<file path="config.mk">
export PLATFORM = sky130hd
export DESIGN_NAME = unlock_attempt_scheduler_flat
export DESIGN_NICKNAME = d
export VERILOG_FILES = /design/src/rtl/unlock_attempt_scheduler_if.sv /design/src/rtl/unlock_attempt_scheduler.sv /design/src/flat_wrapper.sv
export SDC_FILE = /design/constraint.sdc
export NUM_CORES = 1
export LEC_CHECK = 0
export ABC_AREA = 1
export ABC_CLOCK_PERIOD_IN_PS = 1500
export CELL_PAD_IN_SITES_DETAIL_PLACEMENT = 0
export CELL_PAD_IN_SITES_GLOBAL_PLACEMENT = 2
export CORE_UTILIZATION = 26
export CTS_CLUSTER_SIZE = 40
export DETAILED_ROUTE_END_ITERATION = 10
export MAX_ROUTING_LAYER = met4
export PLACE_DENSITY_LB_ADDON = 0.1
export SETUP_SLACK_MARGIN = 0.2
export SYNTH_ARGS = -nofsm -noshare
export SYNTH_HDL_FRONTEND = slang
export SYNTH_SLANG_ARGS = --single-unit
</file>
<file path="constraint.sdc">
create_clock -name clk -period 1.5 [get_ports clk]
set_input_delay 0.3 -clock clk [delete_from_list [all_inputs] [get_ports clk]]
set_output_delay 0.3 -clock clk [all_outputs]
set_load 0.005 [all_outputs]
</file>
<file path="src/rtl/unlock_attempt_scheduler_if.sv">
// Requester and datapath handshake bundle for unlock_attempt_scheduler.
// master is the scheduler's view; slave is the requesters/datapath side.
interface unlock_attempt_scheduler_if #(
    parameter int N = 4
);
    logic [1:0]   req_valid;
    logic [N-1:0] req_data0;
    logic [N-1:0] req_data1;
    logic [1:0]   req_ready;
    logic [1:0]   rsp_valid;
    logic [1:0]   rsp_code;
    logic [N-1:0] p_data;
    logic         p_valid;
    logic         p_ready;
    logic         unlock;
    logic         pwd_incorrect;

    modport master (
        input  req_valid, req_data0, req_data1, p_ready, unlock, pwd_incorrect,
        output req_ready, rsp_valid, rsp_code, p_data, p_valid
    );

    modport slave (
        output req_valid, req_data0, req_data1, p_ready, unlock, pwd_incorrect,
        input  req_ready, rsp_valid, rsp_code, p_data, p_valid
    );
endinterface

</file>
<file path="src/rtl/unlock_attempt_scheduler.sv">
// Round-robin front end for the unlock datapath: one attempt in flight,
// verdict/timeout response, consecutive-failure count and timed lockout.
module unlock_attempt_scheduler #(
    parameter int N           = 4,
    parameter int MAX_FAIL    = 3,
    parameter int LOCK_CYCLES = 16,
    parameter int TIMEOUT     = 32
) (
    input  logic                          clk,
    input  logic                          rst_n,
    unlock_attempt_scheduler_if.master    bus,
    output logic                          locked_out,
    output logic [$clog2(MAX_FAIL+1)-1:0] fail_cnt
);
    localparam int FW = $clog2(MAX_FAIL + 1);
    localparam int LW = $clog2(LOCK_CYCLES + 1);
    localparam int TW = $clog2(TIMEOUT + 1);

    localparam logic [1:0] RC_OK     = 2'b00;
    localparam logic [1:0] RC_INC    = 2'b01;
    localparam logic [1:0] RC_LOCKED = 2'b10;
    localparam logic [1:0] RC_TMO    = 2'b11;

    typedef enum logic [1:0] {IDLE, ISSUE, WAIT, RESP} state_t;

    state_t        state;
    logic          rr;
    logic          gnt_q;
    logic          win;
    logic [N-1:0]  code_q;
    logic [LW-1:0] lock_cnt;
    logic [TW-1:0] tmo_cnt;

    assign bus.p_data = code_q;

    // Grant is combinational so the request handshake completes in the IDLE cycle.
    always_comb begin
        win = rr;
        if (bus.req_valid == 2'b01)      win = 1'b0;
        else if (bus.req_valid == 2'b10) win = 1'b1;
        bus.req_ready = 2'b00;
        if (state == IDLE && rst_n && bus.req_valid != 2'b00) bus.req_ready[win] = 1'b1;
    end

    always_ff @(posedge clk or negedge rst_n) begin
        if (!rst_n) begin
            state         <= IDLE;
            rr            <= 1'b0;
            gnt_q         <= 1'b0;
            code_q        <= '0;
            tmo_cnt       <= '0;
            bus.p_valid   <= 1'b0;
            bus.rsp_valid <= 2'b00;
            bus.rsp_code  <= RC_OK;
            locked_out    <= 1'b0;
            fail_cnt      <= '0;
            lock_cnt      <= '0;
        end else begin
            bus.rsp_valid <= 2'b00;

            // Lockout timer runs regardless of what the attempt FSM is doing.
            if (locked_out) begin
                if (lock_cnt == LW'(1)) begin
                    locked_out <= 1'b0;
                    fail_cnt   <= '0;
                    lock_cnt   <= '0;
                end else begin
                    lock_cnt <= lock_cnt - LW'(1);
                end
            end

            case (state)
                IDLE: begin
                    if (bus.req_valid != 2'b00) begin
                        gnt_q  <= win;
                        code_q <= win ? bus.req_data1 : bus.req_data0;
                        if (locked_out) begin
                            state              <= RESP;
                            bus.rsp_valid[win] <= 1'b1;
                            bus.rsp_code       <= RC_LOCKED;
                        end else begin
                            state       <= ISSUE;
                            bus.p_valid <= 1'b1;
                        end
                    end
                end
                ISSUE: begin
                    if (bus.p_ready) begin
                        bus.p_valid <= 1'b0;
                        tmo_cnt     <= '0;
                        state       <= WAIT;
                    end
                end
                WAIT: begin
                    // pwd_incorrect wins over unlock so a confused datapath fails safe.
                    if (bus.pwd_incorrect || bus.unlock || tmo_cnt == TW'(TIMEOUT - 1)) begin
                        state                <= RESP;
                        bus.rsp_valid[gnt_q] <= 1'b1;
                        bus.rsp_code         <= bus.pwd_incorrect ? RC_INC :
                                                bus.unlock        ? RC_OK  : RC_TMO;
                    end else begin
                        tmo_cnt <= tmo_cnt + TW'(1);
                    end
                end
                RESP: begin
                    state <= IDLE;
                    rr    <= ~gnt_q;
                    if (bus.rsp_code == RC_OK) begin
                        fail_cnt <= '0;
                    end else if (bus.rsp_code == RC_INC && fail_cnt != FW'(MAX_FAIL)) begin
                        fail_cnt <= fail_cnt + FW'(1);
                        if (fail_cnt == FW'(MAX_FAIL - 1)) begin
                            locked_out <= 1'b1;
                            lock_cnt   <= LW'(LOCK_CYCLES);
                        end
                    end
                end
                default: state <= IDLE;
            endcase
        end
    end
endmodule

</file>
<file path="src/flat_wrapper.sv">
// flat-port wrapper written by rule: the top's interface ports become plain ports
module unlock_attempt_scheduler_flat 
#(
    parameter int N           = 4,
    parameter int MAX_FAIL    = 3,
    parameter int LOCK_CYCLES = 16,
    parameter int TIMEOUT     = 32
)
  (clk, rst_n, locked_out, fail_cnt, bus_req_valid, bus_req_data0, bus_req_data1, bus_p_ready, bus_unlock, bus_pwd_incorrect, bus_req_ready, bus_rsp_valid, bus_rsp_code, bus_p_data, bus_p_valid);
  unlock_attempt_scheduler_if #(.N(N)) bus_i ();
  input  logic clk;
  input  logic rst_n;
  output logic locked_out;
  output logic [$clog2(MAX_FAIL+1)-1:0] fail_cnt;
  input wire logic [$bits(bus_i.req_valid)-1:0] bus_req_valid;
  input wire logic [$bits(bus_i.req_data0)-1:0] bus_req_data0;
  input wire logic [$bits(bus_i.req_data1)-1:0] bus_req_data1;
  input wire logic [$bits(bus_i.p_ready)-1:0] bus_p_ready;
  input wire logic [$bits(bus_i.unlock)-1:0] bus_unlock;
  input wire logic [$bits(bus_i.pwd_incorrect)-1:0] bus_pwd_incorrect;
  output wire logic [$bits(bus_i.req_ready)-1:0] bus_req_ready;
  output wire logic [$bits(bus_i.rsp_valid)-1:0] bus_rsp_valid;
  output wire logic [$bits(bus_i.rsp_code)-1:0] bus_rsp_code;
  output wire logic [$bits(bus_i.p_data)-1:0] bus_p_data;
  output wire logic [$bits(bus_i.p_valid)-1:0] bus_p_valid;
  assign bus_i.req_valid = bus_req_valid;
  assign bus_i.req_data0 = bus_req_data0;
  assign bus_i.req_data1 = bus_req_data1;
  assign bus_i.p_ready = bus_p_ready;
  assign bus_i.unlock = bus_unlock;
  assign bus_i.pwd_incorrect = bus_pwd_incorrect;
  assign bus_req_ready = bus_i.req_ready;
  assign bus_rsp_valid = bus_i.rsp_valid;
  assign bus_rsp_code = bus_i.rsp_code;
  assign bus_p_data = bus_i.p_data;
  assign bus_p_valid = bus_i.p_valid;
  unlock_attempt_scheduler #(.N(N), .MAX_FAIL(MAX_FAIL), .LOCK_CYCLES(LOCK_CYCLES), .TIMEOUT(TIMEOUT)) u_core (.clk(clk), .rst_n(rst_n), .bus(bus_i), .locked_out(locked_out), .fail_cnt(fail_cnt));
endmodule
</file>
==> impl_metrics.sql, run 1 <==
INSERT INTO impl_metrics (metric_group, metric, value, unit) VALUES
('drt', 'antenna_violating_nets_post_route', '0', ''),
('floorplanning', 'num_rows', '27', ''),
('drt', 'avgRoutedWirePerCell', '11.3', 'um'),
('timing', 'min_period_over_period', '110', '%'),
('timing', 'clock.fmax', '0.609', 'GHz'),
('synthesis', 'mappedNetlistArea', '1570', 'um^2'),
('power_and_ir_drop', 'p_comb_share', '62.5', '%'),
('timing', 'finalSetupViolCount', '10', ''),
('clock_tree', 'tritoncts_num_sinks', '27', ''),
('critical_path', 'worst_path_class_setup', 'reg -> out', ''),
('floorplanning', 'top_level_ports', '29', ''),
('placement', 'gp_congestion', '0.735', ''),
('timing', 'worst_slew_margin_relative_to_its_limit', '75.7', '%'),
('clock_tree', 'clk_pin_slew', '0.10', 'ns'),
('power_and_ir_drop', 'seq_power_share', '27.4', '%'),
('synthesis', 'syn-mean-instance-area', '7.42', 'um^2'),
('job', 'drv.max_cap_violation_count', '0', ''),
('global_routing', 'grt_usage', '14.0', '%'),
('global_routing', 'gr-total-overflow', '0', ''),
('synthesis', 'yosys_register_bits', '27', ''),
('final_layout', 'post_route_cells_drive_above_1_share', '33.3', '%'),
('critical_path', 'critical_path.max_fanout', '3', ''),
('power_and_ir_drop', 'worst_ir_drop_vdd', '1.05', 'mV'),
('critical_path', 'crit_arrival', '1.34', 'ns'),
('critical_path', 'critical_path_start_type', 'flop', ''),
('final_layout', 'fillerInstances', '592', ''),
('global_routing', 'use_met3', '1.37', '%'),
('timing', 'fin_worst_skew', '0.00771', 'ns'),
('timing', 'worst_pin_slew', '0.365', 'ns'),
('drt', 'route.detailed.drc', '0', ''),
('final_layout', 'final_nets', '310', ''),
('global_routing', 'global_route.usage.met2', '24.5', '%'),
('final_layout', 'mostFrequentLayoutCells', 'nand2_1 (50), buf_4 (32), inv_1 (29), dfrtp_1 (27), nor2_1 (16)', ''),
('timing', 'maxSlewViolCount', '0', ''),
('clock_tree', 'cts_root_buf', 'clkbuf_8', ''),
('power_and_ir_drop', 'clock_power_share', '10.1', '%'),
('global_routing', 'maximum_number_of_pins_on_one_net_before_global_route_repair', '28', ''),
('timing', 'postLayoutSetupSlackWorst', '-0.143', 'ns'),
('run_status', 'outcome', 'finished, violations left', ''),
('final_layout', 'final_core_util', '44.2', '%'),
('global_routing', 'grt_first_pass_wirelength', '6760', 'um'),
('run_status', 'violated_checks', 'negative setup slack', ''),
('clock_tree', 'cts_tree', 'yes', ''),
('critical_path', 'cp_peak_stage_delay', '0.40', 'ns'),
('synthesis', 'post_synth_inst_count', '212', ''),
('critical_path', 'worstSetupEndpointType', 'output pin', ''),
('global_routing', 'top_usage_layer', 'met2', ''),
('final_layout', 'stdcell_count', '357', ''),
('drt', 'route.vias.total', '1515', ''),
('floorplanning', 'die_height', '79.8', 'um'),
('synthesis', 'synth.yosys.warnings', '0', ''),
('placement', 'dp.final_hpwl', '2850', 'um'),
('placement', 'placedInstanceArea', '2080', 'um^2'),
('critical_path', 'critical_path_buf_inv_count', '3', ''),
('power_and_ir_drop', 'post_layout_power', '4.15', 'mW'),
('drt', 'drt_pass1_iterations', '4', ''),
('synthesis', 'synth.yosys.seq_area_share', '43.0', '%'),
('clock_tree', 'cts_htree_levels', '1', ''),
('placement', 'port_buffers', '28', ''),
('clock_tree', 'cts_hold_buf', '0', ''),
('global_routing', 'gr-usage-met1', '17.4', '%'),
('final_layout', 'final_common_cell', 'nand2_1', ''),
('drt', 'drt_wl_total', '4030', 'um'),
('floorplanning', 'floorplan.core_area', '5680', 'um^2'),
('synthesis', 'netlist-cell-type-count', '22', ''),
('timing', 'report.final.hold_viol_count', '0', ''),
('final_layout', 'area_growth_from_synthesis_to_layout', '59.3', '%'),
('power_and_ir_drop', 'internal-power', '2.48', 'mW'),
('timing', 'grt_setup_unrepaired', 'true', ''),
('min_path', 'hold_path.class', 'reg -> reg', ''),
('critical_path', 'critPathSlowestCell', 'dfrtp_1', '');
[metal layers]
layer / wire length, um / vias to the layer above
li1: - / 809
met1: 1840 / 686
met2: 2050 / 18
met3: 122 / 2
met4: 25 / 0
met5: 0 / -
[repair_timing]
action                     in CTS  in global routing
gates resized for setup        61                 33
pin swaps                      17                 15
gates cloned                    0                  0
setup endpoints to repair      31                 28
setup buffers                  14                 10
[metrics by stage]
stage               setup slack (ns)  TNS [ns]  hold slack (ns)
floorplan                      0.135         0          0.00441
global placement              -0.675     -2.49            0.450
detailed placement            -0.711     -2.52            0.443
CTS                           -0.178    -0.332            0.457
global route                  -0.269     -1.65            0.468
finish                        -0.143    -0.636            0.454
[cells by family (layout without fill, tap and decap cells)]
| group | count (synthesis) | after routing | synth area share, % |
|---|---|---|---|
| AO/OA/AOI/OAI | 27 | 27 | 9.31 |
| AND/OR/NAND/NOR | 109 | 109 | 30.7 |
| XOR/XNOR | 1 | 1 | 0.557 |
| flip-flops | 27 | 27 | 43.0 |
| adder cells (fa/ha/maj) | 9 | 9 | 7.16 |
| buffers and inverters | 39 | 112 | 9.31 |
[area by class of cell]
class	count	area [um^2]	share of cell area, %
inverters	39	156	6.24
clock buffers	4	45.0	1.80
repair buffers	69	597	23.8
flip-flops and latches	27	676	27.0
well taps	72	90.1	3.59
multi-input cells	146	942	37.6
[power by group through the flow]
stage,registers (mW),logic (mW),clock network [mW]
after floorplan,1.17,0.962,0
after global placement,1.16,1.81,0
after detailed placement,1.16,1.78,0
after CTS,1.13,2.21,0.456
after global routing,1.17,2.90,0.476
final,1.14,2.59,0.420
[worst reg2reg max path: stages, from the launching register on]
cell and delay, ns:
dfrtp_1 0.37, inv_2 0.06, buf_4 0.13, buf_6 0.11
buf_6 0.10, ha_4 0.17, buf_6 0.12, nand3_4 0.11
nand2_4 0.10, buf_6 0.13, nand3_2 0.04, nand2_1 0.04
[state kept, by name (all words and copies together) (netlist names)]
name / flops
u_core.bus.p_data: 4
u_core.bus.rsp_code: 2
u_core.bus.rsp_valid: 2
u_core.locked_out: 1
u_core.gnt_q: 1
u_core.rr: 1
u_core.fail_cnt: 2
u_core.lock_cnt: 5
u_core.state: 2
u_core.bus.p_valid: 1
u_core.tmo_cnt: 6
[Yosys cell counts]
cell / instances / area (um^2)
nor2_2: 1 / 6.26
nor2_1: 20 / 75.1
nand3_4: 1 / 17.5
o21ai_1: 4 / 20.0
a21oi_1: 3 / 15.0
nor3_1: 2 / 10.0
o21ai_2: 1 / 8.76
o211ai_1: 1 / 7.51
ha_1: 9 / 113
xor2_1: 1 / 8.76
inv_1: 38 / 143
o21bai_1: 1 / 7.51
nand3_1: 12 / 60.1
nand2_1: 63 / 236
nand2_4: 2 / 22.5
inv_2: 1 / 3.75
nand2_2: 2 / 12.5
nor2_4: 1 / 11.3
nand4_1: 5 / 31.3
o21ai_0: 15 / 75.1
o22ai_1: 2 / 12.5
dfrtp_1: 27 / 676
[path summary, 6_finish.rpt]
path                                 start                 endpoint  cells past startpoint
setup / recovery           u_core.state[1]         bus_req_ready[1]                      7
hold / removal                u_core.gnt_q  u_core.bus.rsp_valid[0]                      1
setup reg to reg           u_core.state[0]        u_core.tmo_cnt[3]                     11
hold reg to reg               u_core.gnt_q  u_core.bus.rsp_valid[0]                      1
max in group asynchronous            rst_n       u_core.bus.p_valid                      2
min in group asynchronous            rst_n       u_core.lock_cnt[0]                      2
Power figures use the tool's default switching activity.
==> run 2: changes to the inputs <==
--- a/config.mk
+++ b/config.mk
@@ -14,6 +14,7 @@
 export DETAILED_ROUTE_END_ITERATION = 10
 export MAX_ROUTING_LAYER = met4
 export PLACE_DENSITY_LB_ADDON = 0.1
+export RECOVER_POWER = 50
 export SETUP_SLACK_MARGIN = 0.2
 export SYNTH_ARGS = -nofsm -noshare
 export SYNTH_HDL_FRONTEND = slang
==> run 2 against run 1 <==
The flow still finishes with violations (negative setup slack). Worst hold slack unchanged. Power hardly changed. First-iteration DRC count up 9.5%. Highest routed layer unchanged. Non-clock buffer count stayed put. Critical path depth unchanged. Sequential share of layout area is essentially flat. Clock skew did not move.
==> impl_metrics.sql, run 2 (synthesis gave the netlist of run 1 again) <==
INSERT INTO impl_metrics (metric_group, metric, value, unit) VALUES
('run_status', 'outcome', 'finished, violations left', ''),
('run_status', 'violated_checks', 'negative setup slack', ''),
('timing', 'worst_pin_slew', '0.716', 'ns'),
('drt', 'route.detailed.drc', '0', ''),
('timing', 'min_period_over_period', '110', '%'),
('power_and_ir_drop', 'power_density', '1660', 'nW/um^2'),
('critical_path', 'worst-r2r-setup-slack', '-0.08', 'ns'),
('power_and_ir_drop', 'power_switching', '1.67', 'mW'),
('timing', 'fin_worst_skew', '0.00771', 'ns'),
('power_and_ir_drop', 'static_leakage_power', '1.27', 'nW'),
('final_layout', 'antenna_cells_inserted', '0', ''),
('timing', 'report.final.hold_viol_count', '0', ''),
('critical_path', 'critical_path_start_type', 'flop', ''),
('critical_path', 'critPathRequiredTime', '1.20', 'ns'),
('floorplanning', 'die_height', '79.8', 'um'),
('timing', 'postLayoutSetupSlackWorst', '-0.143', 'ns'),
('final_layout', 'final_nets', '310', ''),
('global_routing', 'grt_usage', '14.0', '%'),
('min_path', 'hold_path.class', 'reg -> reg', ''),
('critical_path', 'worstSetupEndpointType', 'output pin', ''),
('critical_path', 'kind_of_cell_with_the_highest_combined_delay_on_the_critical_path', 'flip-flops', ''),
('timing', 'final_period_minus_worst_setup_slack', '1.64', 'ns'),
('clock_tree', 'cts_root_buf', 'clkbuf_8', ''),
('global_routing', 'global_route.usage.met2', '24.5', '%'),
('global_routing', 'gr-usage-met1', '17.4', '%'),
('job', 'drv.max_cap_violation_count', '0', ''),
('clock_tree', 'clk_pin_slew', '0.10', 'ns'),
('min_path', 'hold-path-endpoint', 'u_core.bus.rsp_valid[0]', ''),
('timing', 'whs', '0.454', 'ns'),
('drt', 'antenna_violating_nets_post_route', '0', ''),
('critical_path', 'worst_r2r_path_depth', '11', ''),
('global_routing', 'top_usage_layer', 'met2', ''),
('placement', 'place.detailed.instances', '329', ''),
('critical_path', 'worst_path_class_setup', 'reg -> out', ''),
('drt', 'route.vias.total', '1515', ''),
('drt', 'route.detailed.vias_per_inst', '4.24', ''),
('final_layout', 'final_core_util', '44.1', '%'),
('timing', 'maxSlewViolCount', '0', ''),
('critical_path', 'crit_arrival', '1.34', 'ns'),
('min_path', 'hold_start', 'u_core.gnt_q', ''),
('placement', 'detailedPlace.worstSlack', '-0.711', 'ns'),
('final_layout', 'final_common_cell', 'nand2_1', ''),
('final_layout', 'area_growth_from_synthesis_to_layout', '59.2', '%'),
('global_routing', 'grt_first_pass_wirelength', '6760', 'um'),
('drt', 'drtIter0Drc', '46', ''),
('placement', 'gp_congestion', '0.735', ''),
('critical_path', 'timing.rr.start', 'u_core.state[0]', ''),
('drt', 'avgRoutedWirePerCell', '11.3', 'um'),
('clock_tree', 'cts_tree', 'yes', ''),
('global_routing', 'vias_in_the_first_global_route', '1480', ''),
('critical_path', 'crit-reg2reg-capture', 'u_core.tmo_cnt[3]', ''),
('timing', 'grt_setup_unrepaired', 'true', ''),
('power_and_ir_drop', 'worst_ir_drop_vdd', '1.05', 'mV'),
('placement', 'port_buffers', '28', ''),
('clock_tree', 'inserted_clock_buffers', '3', ''),
('timing', 'worst_slew_margin_relative_to_its_limit', '52.3', '%'),
('critical_path', 'critical_path_buf_inv_count', '3', ''),
('floorplanning', 'die_area', '6360', 'um^2'),
('global_routing', 'maximum_number_of_pins_on_one_net_before_global_route_repair', '28', ''),
('global_routing', 'grt_antenna_before_repair', '0', ''),
('power_and_ir_drop', 'power.switching_fraction', '40.3', '%'),
('placement', 'dp.final_hpwl', '2850', 'um'),
('clock_tree', 'insertion_delay', '0.27', 'ns'),
('clock_tree', 'tritoncts_num_sinks', '27', ''),
('drt', 'drt_wl_total', '4030', 'um'),
('final_layout', 'largest_reg_flops', '6', ''),
('floorplanning', 'die-width', '79.8', 'um'),
('critical_path', 'cp_peak_stage_delay', '0.40', 'ns'),
('power_and_ir_drop', 'internal-power', '2.48', 'mW'),
('min_path', 'hold_path_depth', '1', ''),
('timing', 'finalSetupViolCount', '10', ''),
('drt', 'drt_pass1_iterations', '4', ''),
('final_layout', 'mostFrequentLayoutCells', 'nand2_1 (50), buf_4 (31), inv_1 (29), dfrtp_1 (27), nor2_1 (16)', ''),
('final_layout', 'register_with_the_most_flip_flops', 'u_core.tmo_cnt', ''),
('global_routing', 'use_met3', '1.37', '%'),
('power_and_ir_drop', 'seq_power_share', '27.4', '%'),
('final_layout', 'post_route_cells_drive_above_1_share', '33.3', '%'),
('final_layout', 'fillerInstances', '591', ''),
('critical_path', 'cp_cell_sequence', 'inv_2 > ha_4 > inv_4 > nor2_4 > nand2_2 > nor2_2 > buf_2', ''),
('clock_tree', 'cts_htree_levels', '1', ''),
('clock_tree', 'max-clock-path-buffers', '2', ''),
('critical_path', 'critical_path.max_fanout', '3', ''),
('timing', 'clock.fmax', '0.609', 'GHz'),
('global_routing', 'gr-total-overflow', '0', ''),
('critical_path', 'critPathSlowestCell', 'dfrtp_1', ''),
('power_and_ir_drop', 'clock_power_share', '10.1', '%'),
('floorplanning', 'top_level_ports', '29', ''),
('power_and_ir_drop', 'p_comb_share', '62.5', '%'),
('floorplanning', 'num_rows', '27', ''),
('floorplanning', 'floorplan.core_area', '5680', 'um^2'),
('floorplanning', 'initial_core_util', '27.7', '%'),
('final_layout', 'stdcell_count', '357', '');
run 2: cell count changes in the layout (fill, tap and decap cells not counted), sizes merged:
cell           previous run  this run
buf                      44        43
clkbuf                    4         5
clkdlybuf4s50            12        11
dlygate4sd3               0         1
run 2: metrics by stage:
stage               setup TNS [ns]  power, mW  instance area, um^2
floorplan                        0       2.13                 1580
global placement             -2.49       2.97                 2080
detailed placement           -2.52       2.94                 2080
CTS                         -0.332       3.80                 2340
global route                 -1.65       4.54                 2500
finish                      -0.636       4.15                 2500
run 2: repair_timing:
item,4_1_cts,5_1_grt
setup endpoints to repair,31,28
gates resized for setup,61,33
buffers inserted,14,10
hold buffers,0,0
pin swaps,17,15
run 2: power by group through the flow:
stage | clock [mW] | sequential [mW] | combinational (mW)
final | 0.420 | 1.14 | 2.59
after floorplan | 0 | 1.17 | 0.962
after global routing | 0.476 | 1.17 | 2.90
after CTS | 0.456 | 1.13 | 2.21
after global placement | 0 | 1.16 | 1.81
after detailed placement | 0 | 1.16 | 1.78
run 2: metal layers:
| layer | up-vias | share of wire (%) |
|---|---|---|
| li1 | 809 | - |
| met3 | 2 | 3.0 |
| met1 | 686 | 46 |
| met4 | 0 | 0.62 |
| met5 | - | 0 |
| met2 | 18 | 51 |
run 2: worst reg2reg max path, cell delays in order, from the launching register on:
cell	delay, ns
dfrtp_1	0.37
inv_2	0.06
buf_4	0.13
buf_6	0.11
buf_6	0.10
ha_4	0.17
buf_6	0.12
nand3_4	0.11
nand2_4	0.10
buf_6	0.13
nand3_2	0.04
nand2_1	0.04
run 2: worst max path at each step:
| stage | endpoint | from | slack (ns) | depth (start not counted) |
|---|---|---|---|---|
| 5_1_grt | bus_req_ready[1] | u_core.state[1] | -0.27 | 7 |
| 6_report | bus_req_ready[1] | u_core.state[1] | -0.14 | 7 |
| 3_3_place_gp | bus_req_ready[1] | bus_req_valid[1] | -0.68 | 8 |
| 2_1_floorplan | bus_req_ready[0] | u_core.state[1] | 0.13 | 6 |
| 3_5_place_dp | bus_req_ready[1] | bus_req_valid[1] | -0.71 | 8 |
| 4_1_cts | bus_req_ready[1] | u_core.state[0] | -0.18 | 7 |
run 2: final cells by class:
cell class,instances,area (um^2),share of cell area (%)
Timing Repair Buffer,69,594,23.7
Tap cell,72,90.1,3.60
Clock buffer,4,45.0,1.80
Inverter,39,156,6.25
Multi-Input combinational cell,146,942,37.6
Sequential cell,27,676,27.0
==> RTL change: new RTL, flow settings as in run 2 <==
Encoding of `state_t`: now one-hot (4 bits for 4 states).
--- a/src/rtl/unlock_attempt_scheduler.sv
+++ b/src/rtl/unlock_attempt_scheduler.sv
@@ -21,7 +21,7 @@
     localparam logic [1:0] RC_LOCKED = 2'b10;
     localparam logic [1:0] RC_TMO    = 2'b11;
 
-    typedef enum logic [1:0] {IDLE, ISSUE, WAIT, RESP} state_t;
+    typedef enum logic [3:0] {IDLE = 4'b0001, ISSUE = 4'b0010, WAIT = 4'b0100, RESP = 4'b1000} state_t;
 
     state_t        state;
     logic          rr;
Formal check against the unedited RTL: no difference found for any inputs over 10 cycles, from zero or initial values and one cycle with rst_n low; not proved beyond that.
==> RTL change against run 2 <==
Worst setup slack improved by 0.026 ns. Design area increased by 12%. Sequential cell count increased by 2. Worst hold slack better by 0.026 ns. Cell count up 7.0%. Synthesized area grew 7.4%. The run still ends with negative setup slack left. Total power is 1.1% higher. Wire length grew 5.6%.
==> RTL change: results (changes against run 2) <==
Total Power=0.00419 W (+1.1%); Reg clk slew, reported paths=0.07 ns (-0.03 ns); largest net degree at the start of global routing=30 (+7.1%); first-pass GRT wire length=7.07 mm (+4.6%); Final setup viols=4 (-6); clock skew=0.00519 ns (-0.00252 ns); Max VDD drop=0.000602 V (-43%); synth top area cells=dfrtp_1, nand2_1, inv_1; placed cell count=353 (+7.3%); dpl hpwl=3.06 mm (+7.3%); failing checks=negative setup slack; Hold EP=u_core.bus.p_data[2]; R2R Setup Slk=-0.05 ns (+0.03 ns); DR iter-0 viols=36 (-22%); GRT Util Overall=0.144 (+0.00375); hold wc startpoint=u_core.bus.p_data[2]; Crit Reg-Reg Endpoint=u_core.bus.rsp_valid[1]; R2R depth=9 (-2); final worst slack=-0.116 ns (+0.0265 ns); drt wl/cell=11.2 µm (-1.3%); status=complete, but fails checks; vias post-DR=1,650 (+8.9%); Critical Path AT=1.32 ns (-0.02 ns); Syn Inst Count=218 (+2.8%); H-tree depth=2 (+1); Yosys cell types=29 (+32%); number of global-route vias before repair=1,569 (+6.0%); final net count=325 (+4.8%); most instantiated cells after synthesis=nand2_1, inv_1, dfrtp_1
-- RTL change: metal layers --
metal  routed length [µm]  track usage
met4                   54       0.0414
met2                 1920        0.224
met1                 2120        0.184
met5                    0            -
met3                  167       0.0374
-- RTL change: logic make-up (layout without fill, tap and decap cells) --
logic type	after synthesis	in the layout	synth area share
AO/OA/AOI/OAI	21	21	0.0689
buffers and inverters	39	126	0.0874
AND/OR/NAND/NOR	122	122	0.366
XOR/XNOR	2	2	0.0104
flip-flops	29	29	0.430
adder cells (fa/ha/maj)	5	5	0.0370
-- RTL change: layout make-up --
class	count	area (µm²)
tap	77	96.3
clock buffer	7	86.3
sequential	29	728
multi-input combinational	150	1040
inverter	38	158
timing repair buffer	81	693
fill	668	3510
-- RTL change: timing repair --
action                     in CTS  in global routing
buffers inserted               18                  4
setup endpoints to repair      38                 32
gates resized for setup        92                 23
cloned                          0                  0
pin swaps                      23                 12
-- RTL change: metrics by stage --
stage               setup slack [ns]  setup TNS (ns)  area, µm²
floorplan                      0.103               0       1690
global placement              -0.630           -4.15       2300
detailed placement            -0.633           -4.03       2300
CTS                           -0.165          -0.315       2700
global route                  -0.205          -0.928       2800
finish                        -0.116          -0.300       2800
-- RTL change: power groups by stage --
stage | clock network (W) | registers [W] | logic (W)
after floorplan | 0 | 0.00122 | 0.000814
after global placement | 0 | 0.00118 | 0.00169
after detailed placement | 0 | 0.00118 | 0.00169
after CTS | 0.000685 | 0.00117 | 0.00223
after global routing | 0.000718 | 0.00121 | 0.00260
final | 0.000660 | 0.00118 | 0.00235
-- RTL change: critical path, cell delays in order, from the launching register on --
cell     delay [ns]
dfstp_2        0.56
nand3_4        0.09
nor2_4         0.12
nand2_2        0.07
nor2_1         0.08
buf_2          0.11
